File: config.mk
export PLATFORM = sky130hd
export DESIGN_NAME = conv_112_49_opt
export DESIGN_NICKNAME = d
export VERILOG_FILES = /design/src/rtl/conv_112_49_opt.sv
export SDC_FILE = /design/constraint.sdc
export NUM_CORES = 2
export LEC_CHECK = 0
export CAP_MARGIN = 20
export CORE_ASPECT_RATIO = 2
export CORE_MARGIN = 2
export CORE_UTILIZATION = 55
export DETAILED_ROUTE_END_ITERATION = 12
export PLACE_DENSITY_LB_ADDON = 0.08
export SYNTH_ARGS = -nofsm -noshare
export SYNTH_HDL_FRONTEND = slang
export SYNTH_SLANG_ARGS = --single-unit
File: constraint.sdc
create_clock -name clk -period 9.3 [get_ports clk]
set_input_delay 1.86 -clock clk [delete_from_list [all_inputs] [get_ports clk]]
set_output_delay 1.86 -clock clk [all_outputs]
set_load 0.01 [all_outputs]
File: src/rtl/conv_112_49_opt.sv
// Streaming valid-mode 1-D correlation: 112-sample x, 49-tap f, 64 outputs.
// Define CONV_MULT_PIPE_EN to register the product ahead of the accumulator.
module conv_112_49_opt #(
    parameter int N  = 112,
    parameter int M  = 49,
    parameter int XW = 10,
    parameter int YW = 26
) (
    input  logic          clk,
    input  logic          reset,
    input  logic [XW-1:0] x_data,
    input  logic          x_valid,
    output logic          x_ready,
    input  logic [XW-1:0] f_data,
    input  logic          f_valid,
    output logic          f_ready,
    output logic [YW-1:0] y_data,
    output logic          y_valid,
    input  logic          y_ready
);
    localparam int NO  = N - M + 1;
    localparam int PW  = 2 * XW;
    localparam int XCW = $clog2(N + 1);
    localparam int FCW = $clog2(M + 1);
    localparam int XAW = $clog2(N);
    localparam int MW  = $clog2(NO);
`ifdef CONV_MULT_PIPE_EN
    localparam int LAST = M;
`else
    localparam int LAST = M - 1;
`endif

    typedef enum logic [1:0] {
        S_LOAD,
        S_COMPUTE,
        S_OUTPUT
    } state_t;

    state_t state, state_n;

    logic        [XCW-1:0] xcnt;
    logic        [FCW-1:0] fcnt;
    logic        [MW-1:0]  m;
    logic        [FCW-1:0] j;
    logic        [FCW-1:0] tap;
    logic        [XAW-1:0] xa;
    logic signed [YW-1:0]  acc;
    logic signed [YW-1:0]  mac_in;
    logic signed [YW-1:0]  sum;
    logic signed [PW-1:0]  prod;

    logic signed [XW-1:0] x_mem [N];
    logic signed [XW-1:0] f_mem [M];

    logic x_full, f_full;
    logic x_fire, f_fire, y_fire;
    logic last_step, last_out;

    assign x_full  = xcnt == XCW'(N);
    assign f_full  = fcnt == FCW'(M);
    assign x_ready = !reset && state == S_LOAD && !x_full;
    assign f_ready = !reset && state == S_LOAD && !f_full;
    assign x_fire  = x_valid && x_ready;
    assign f_fire  = f_valid && f_ready;
    assign y_valid = state == S_OUTPUT;
    assign y_fire  = y_valid && y_ready;

    assign last_step = j == FCW'(LAST);
    assign last_out  = m == MW'(NO - 1);

    // The pipelined build steps j one past the last tap; keep the address legal.
    assign tap  = (j < FCW'(M)) ? j : '0;
    assign xa   = XAW'(m) + XAW'(tap);
    assign prod = x_mem[xa] * f_mem[tap];

`ifdef CONV_MULT_PIPE_EN
    logic signed [PW-1:0] prod_q;
    logic                 prod_v;

    always_ff @(posedge clk or posedge reset) begin
        if (reset) begin
            prod_q <= '0;
            prod_v <= 1'b0;
        end else begin
            prod_q <= prod;
            prod_v <= state == S_COMPUTE && !last_step;
        end
    end

    assign mac_in = prod_v ? {{(YW-PW){prod_q[PW-1]}}, prod_q} : '0;
`else
    assign mac_in = {{(YW-PW){prod[PW-1]}}, prod};
`endif

    assign sum = acc + mac_in;

    always_ff @(posedge clk) begin
        if (x_fire)
            x_mem[xcnt[XAW-1:0]] <= x_data;
        if (f_fire)
            f_mem[fcnt] <= f_data;
    end

    always_ff @(posedge clk or posedge reset) begin
        if (reset)
            state <= S_LOAD;
        else
            state <= state_n;
    end

    always_comb begin
        state_n = state;
        unique case (state)
            S_LOAD:
                if (x_full && f_full)
                    state_n = S_COMPUTE;
            S_COMPUTE:
                if (last_step)
                    state_n = S_OUTPUT;
            S_OUTPUT:
                if (y_fire)
                    state_n = last_out ? S_LOAD : S_COMPUTE;
            default:
                state_n = S_LOAD;
        endcase
    end

    always_ff @(posedge clk or posedge reset) begin
        if (reset) begin
            xcnt   <= '0;
            fcnt   <= '0;
            m      <= '0;
            j      <= '0;
            acc    <= '0;
            y_data <= '0;
        end else begin
            unique case (state)
                S_LOAD: begin
                    if (x_fire)
                        xcnt <= xcnt + 1'b1;
                    if (f_fire)
                        fcnt <= fcnt + 1'b1;
                    j   <= '0;
                    acc <= '0;
                end
                S_COMPUTE: begin
                    acc <= sum;
                    j   <= j + 1'b1;
                    if (last_step)
                        y_data <= sum;
                end
                S_OUTPUT: begin
                    if (y_fire) begin
                        acc <= '0;
                        j   <= '0;
                        if (last_out) begin
                            m    <= '0;
                            xcnt <= '0;
                            fcnt <= '0;
                        end else begin
                            m <= m + 1'b1;
                        end
                    end
                end
                default: ;
            endcase
        end
    end

endmodule

==> results.md <==
- Die Y: 513.3 µm
- CTS buffer count: 142
- Post-Layout Cell Count: 6,018
- Initial antenna violation count: 2
- Most frequent cells in the layout: edfxtp_1 (1,610), mux4_2 (418), buf_4 (326)
- CTS max path bufs: 3
- Sum Neg Setup Slack: -0.9226 ns
- WL final: 184,300 µm
- Final hold slack: between 0.4 and 0.5 ns
- Final max-slew violation count: 0
- Post-route cell area: 0.08240 mm²
- Worst path max stage delay: a little under 0.9 ns
- Fin worst setup slack: -0.1678 ns
- Static leakage: 27.61 nW
- Clk root buf: clkbuf_16
- Commonest non-fill, non-tap cell in the layout: edfxtp_1
- Reg2Reg Depth: 36
- 1st-pass router iterations: 5
- EDFF count, synth: 1,610
- Antenna Nets Post-Route: 0
- Startpoint types: flip-flop
- Nets@finish: 4,448
- Power Density: 199.1 mW/mm²
- # IOs: 54
- Worst EP arrival: 10.13 ns
- Global route overflow: 0
- Sequential cell area fraction in the yosys report: between 70% and 80%
- Dominant cell type by area after synthesis: edfxtp_1
- Cell at the slowest stage of the critical path: fa_4
- Critical path launch point: j[0]
- Flop pwr share: between 50 and 60%
- Routability cong.: 0.9157
- Tcrit/Tclk final: 101.8%
- Worst Setup Path Type: reg2reg
- Cell area after synthesis: 0.07133 mm²
- CTS sink cnt: 1,689
- R2R Setup Slk: -0.17 ns
- Post-synthesis register bit count: 1,689
- Combinational power share: between 10% and 20%
- End of the critical path: y_data[22]
- Multi-input gate area: 0.02001 mm²
- Failing checks: setup timing
- Switch share: a little under a quarter
- Sw power: 0.003878 W
- Vias in the first global route: 39,953
- Vias per cell: just over 6
- Crit. path cell count: 36
- Fillers: 8,882
- Largest net degree at the start of global routing: 113
- Unrepaired setup endpoints after global routing: yes
- IO Port Bufs: 53
- Fraction of layout cells with a size suffix above 1: 28.61%
- # Max-Cap Violations: 0
- Min Tclk post-route: about 9.5 ns
- Count of final hold-check violations: 0
- Critical Path Fanout Max: 7
- DRC: 0
- Cell mode on critical path: fa_1
- First-pass GRT wire length: 267,800 µm
- Post-Syn Instances: 3,787
- Crit end category: flip-flop
- Routed wire length per instance: ~31 µm
- Clock Skew: between 0.02 and 0.03 ns
- Worst path bufs/invs: 9
- Ranking of synthesized cells by area: edfxtp_1 (68%), mux4_2 (13%), fa_1 (3.7%)
- Starting density of the core: 55.53%
- Num rows: 186
- Clk pwr share: 37.2%
- Hold Path Class: reg2reg
- Dpl cell area: 0.07606 mm²
- Reg-to-Reg End: y_data[22]
- Internal Pwr Total: between 0.01 and 0.015 W
- DRT iter0 DRCs: 3,256
- Area grow syn2layout: 15.51%
- Cell class contributing the biggest share of worst-path delay: adder cells
- All-Layer GR Usage: 28.31%
- Req. time, crit path: roughly 10 ns
- Final setup fails: 8
- Via count: roughly 37,000
- Count of cell types in the netlist: 70
- Syn Nets: 4,025
- Die extent in x: approximately 260 µm
- Synth warnings: 0
- Hold Crit Start: y_data[17]
- DP HPWL: roughly 130,000 µm
- Total Die Area: 0.1328 mm²
- Final Power: around 0.016 W
- Storage element area: 0.05032 mm²
- Core area: 0.1285 mm²
- Status: complete, but fails checks
- Clock-pin slew on the worst setup and hold paths: around 0.070 ns
- Dpl cells: between 5,000 and 6,000
- Critical R2R Launch: j[0]
- CTS tree: done
- Top cell type's share of synthesized area: 67.78%
- Relative slew slack: a little under a quarter
- Primary FF master, synth: edfxtp_1
- Average cell area after synthesis: 18.84 µm²
- Worst IR drop on VDD: 185.4 µV
- Worst-margin pin slew: 1.152 ns
- Htree depth: 4
- Async set-reset flop share out of synthesis: around 4.7%
- Worst-skew pair later-pin latency: 0.78 ns
- # hold bufs at CTS: 0
- Fmax: 105.6 MHz
cell usage after synthesis (all sizes together) (11+ instances only):
| cell | count |
|---|---|
| inv | 205 |
| a211oi | 28 |
| xor2 | 15 |
| buf | 105 |
| nand2b | 23 |
| mux4 | 418 |
| ha | 81 |
| a221oi | 15 |
| o22ai | 26 |
| a2111oi | 15 |
| a31oi | 23 |
| nand3 | 29 |
| clkbuf | 80 |
| mux2 | 26 |
| nand2 | 181 |
| dfrtp | 79 |
| a22o | 22 |
| or2 | 34 |
| a21o | 11 |
| a21oi | 109 |
| mux2i | 68 |
| o21ai | 46 |
| nor2b | 28 |
| fa | 132 |
| nor2 | 252 |
| edfxtp | 1610 |
| xnor2 | 27 |
registers in the layout, indices dropped and copies added (netlist names):
register,cells
j,6
acc,26
y_data,26
m,6
x_mem,1120
xcnt,7
f_mem,490
state,2
fcnt,6
metal layers:
layer | vias to the layer above | track usage [%] | part of all wire, %
met3 | 457 | 3.475 | 4.3
li1 | 15709 | - | -
met2 | 1325 | 53.70 | 57
met5 | - | 0 | 0
met4 | 0 | 16.56 | 6.7
met1 | 19719 | 29.65 | 32
tightest hold or removal path: cells and delay by family (launching register included):
| family | cells | cell delay [ns] |
|---|---|---|
| and+or+nand+nor | 1 | 0.05 |
| DFF | 1 | 0.35 |
| AOI/OAI and AO/OA | 1 | 0.06 |
power groups by stage:
stage | sequential [W] | clock [W] | combinational, W
3_3_place_gp | 0.00862 | 0 | 0.00160
4_1_cts | 0.00846 | 0.00620 | 0.00172
2_1_floorplan | 0.00860 | 0 | 0.000906
3_5_place_dp | 0.00863 | 0 | 0.00165
5_1_grt | 0.00847 | 0.00645 | 0.00201
6_report | 0.00847 | 0.00610 | 0.00184
cells by family after synthesis:
kind of cell             after synthesis  synth area share (%)
flip-flops                          1689                 70.55
adder cells (fa/ha/maj)              213                 5.125
XOR/XNOR                              42                0.5367
AO/OA/AOI/OAI                        338                 3.157
AND/OR/NAND/NOR                      602                 3.766
multiplexers                         512                 14.56
buffers and inverters                391                 2.305
area by class of cell:
type / instances / area share, %
clock buffer: 168 / 4.584
multi-input combinational: 1707 / 24.29
timing repair buffer: 464 / 5.371
sequential: 1689 / 61.08
inverter: 206 / 0.9552
tap: 1692 / 2.569
antenna: 3 / 0.009111
clock inverter: 89 / 1.145
through the flow:
stage	worst slack, ns	util [%]
floorplan	-0.05804	-
global placement	-0.4211	58.92
detailed placement	-0.5104	59.21
CTS	-0.1172	63.55
global route	-0.4121	64.14
finish	-0.1678	64.14
how the worst min path moves through the flow:
stage,slack [ns],cells past startpoint,end
5_1_grt,0.52,2,y_data[17]
3_5_place_dp,0.48,2,y_data[17]
3_3_place_gp,0.47,2,y_data[17]
2_1_floorplan,0.46,2,acc[11]
6_report,0.49,2,y_data[17]
4_1_cts,0.49,2,y_data[17]
repair_timing:
item	in CTS	in global routing
gates cloned	6	1
gates resized for setup	90	58
setup buffers	38	15
pin swaps	26	69
endpoints found under the setup margin	18	24
Power figures use the tool's default switching activity.
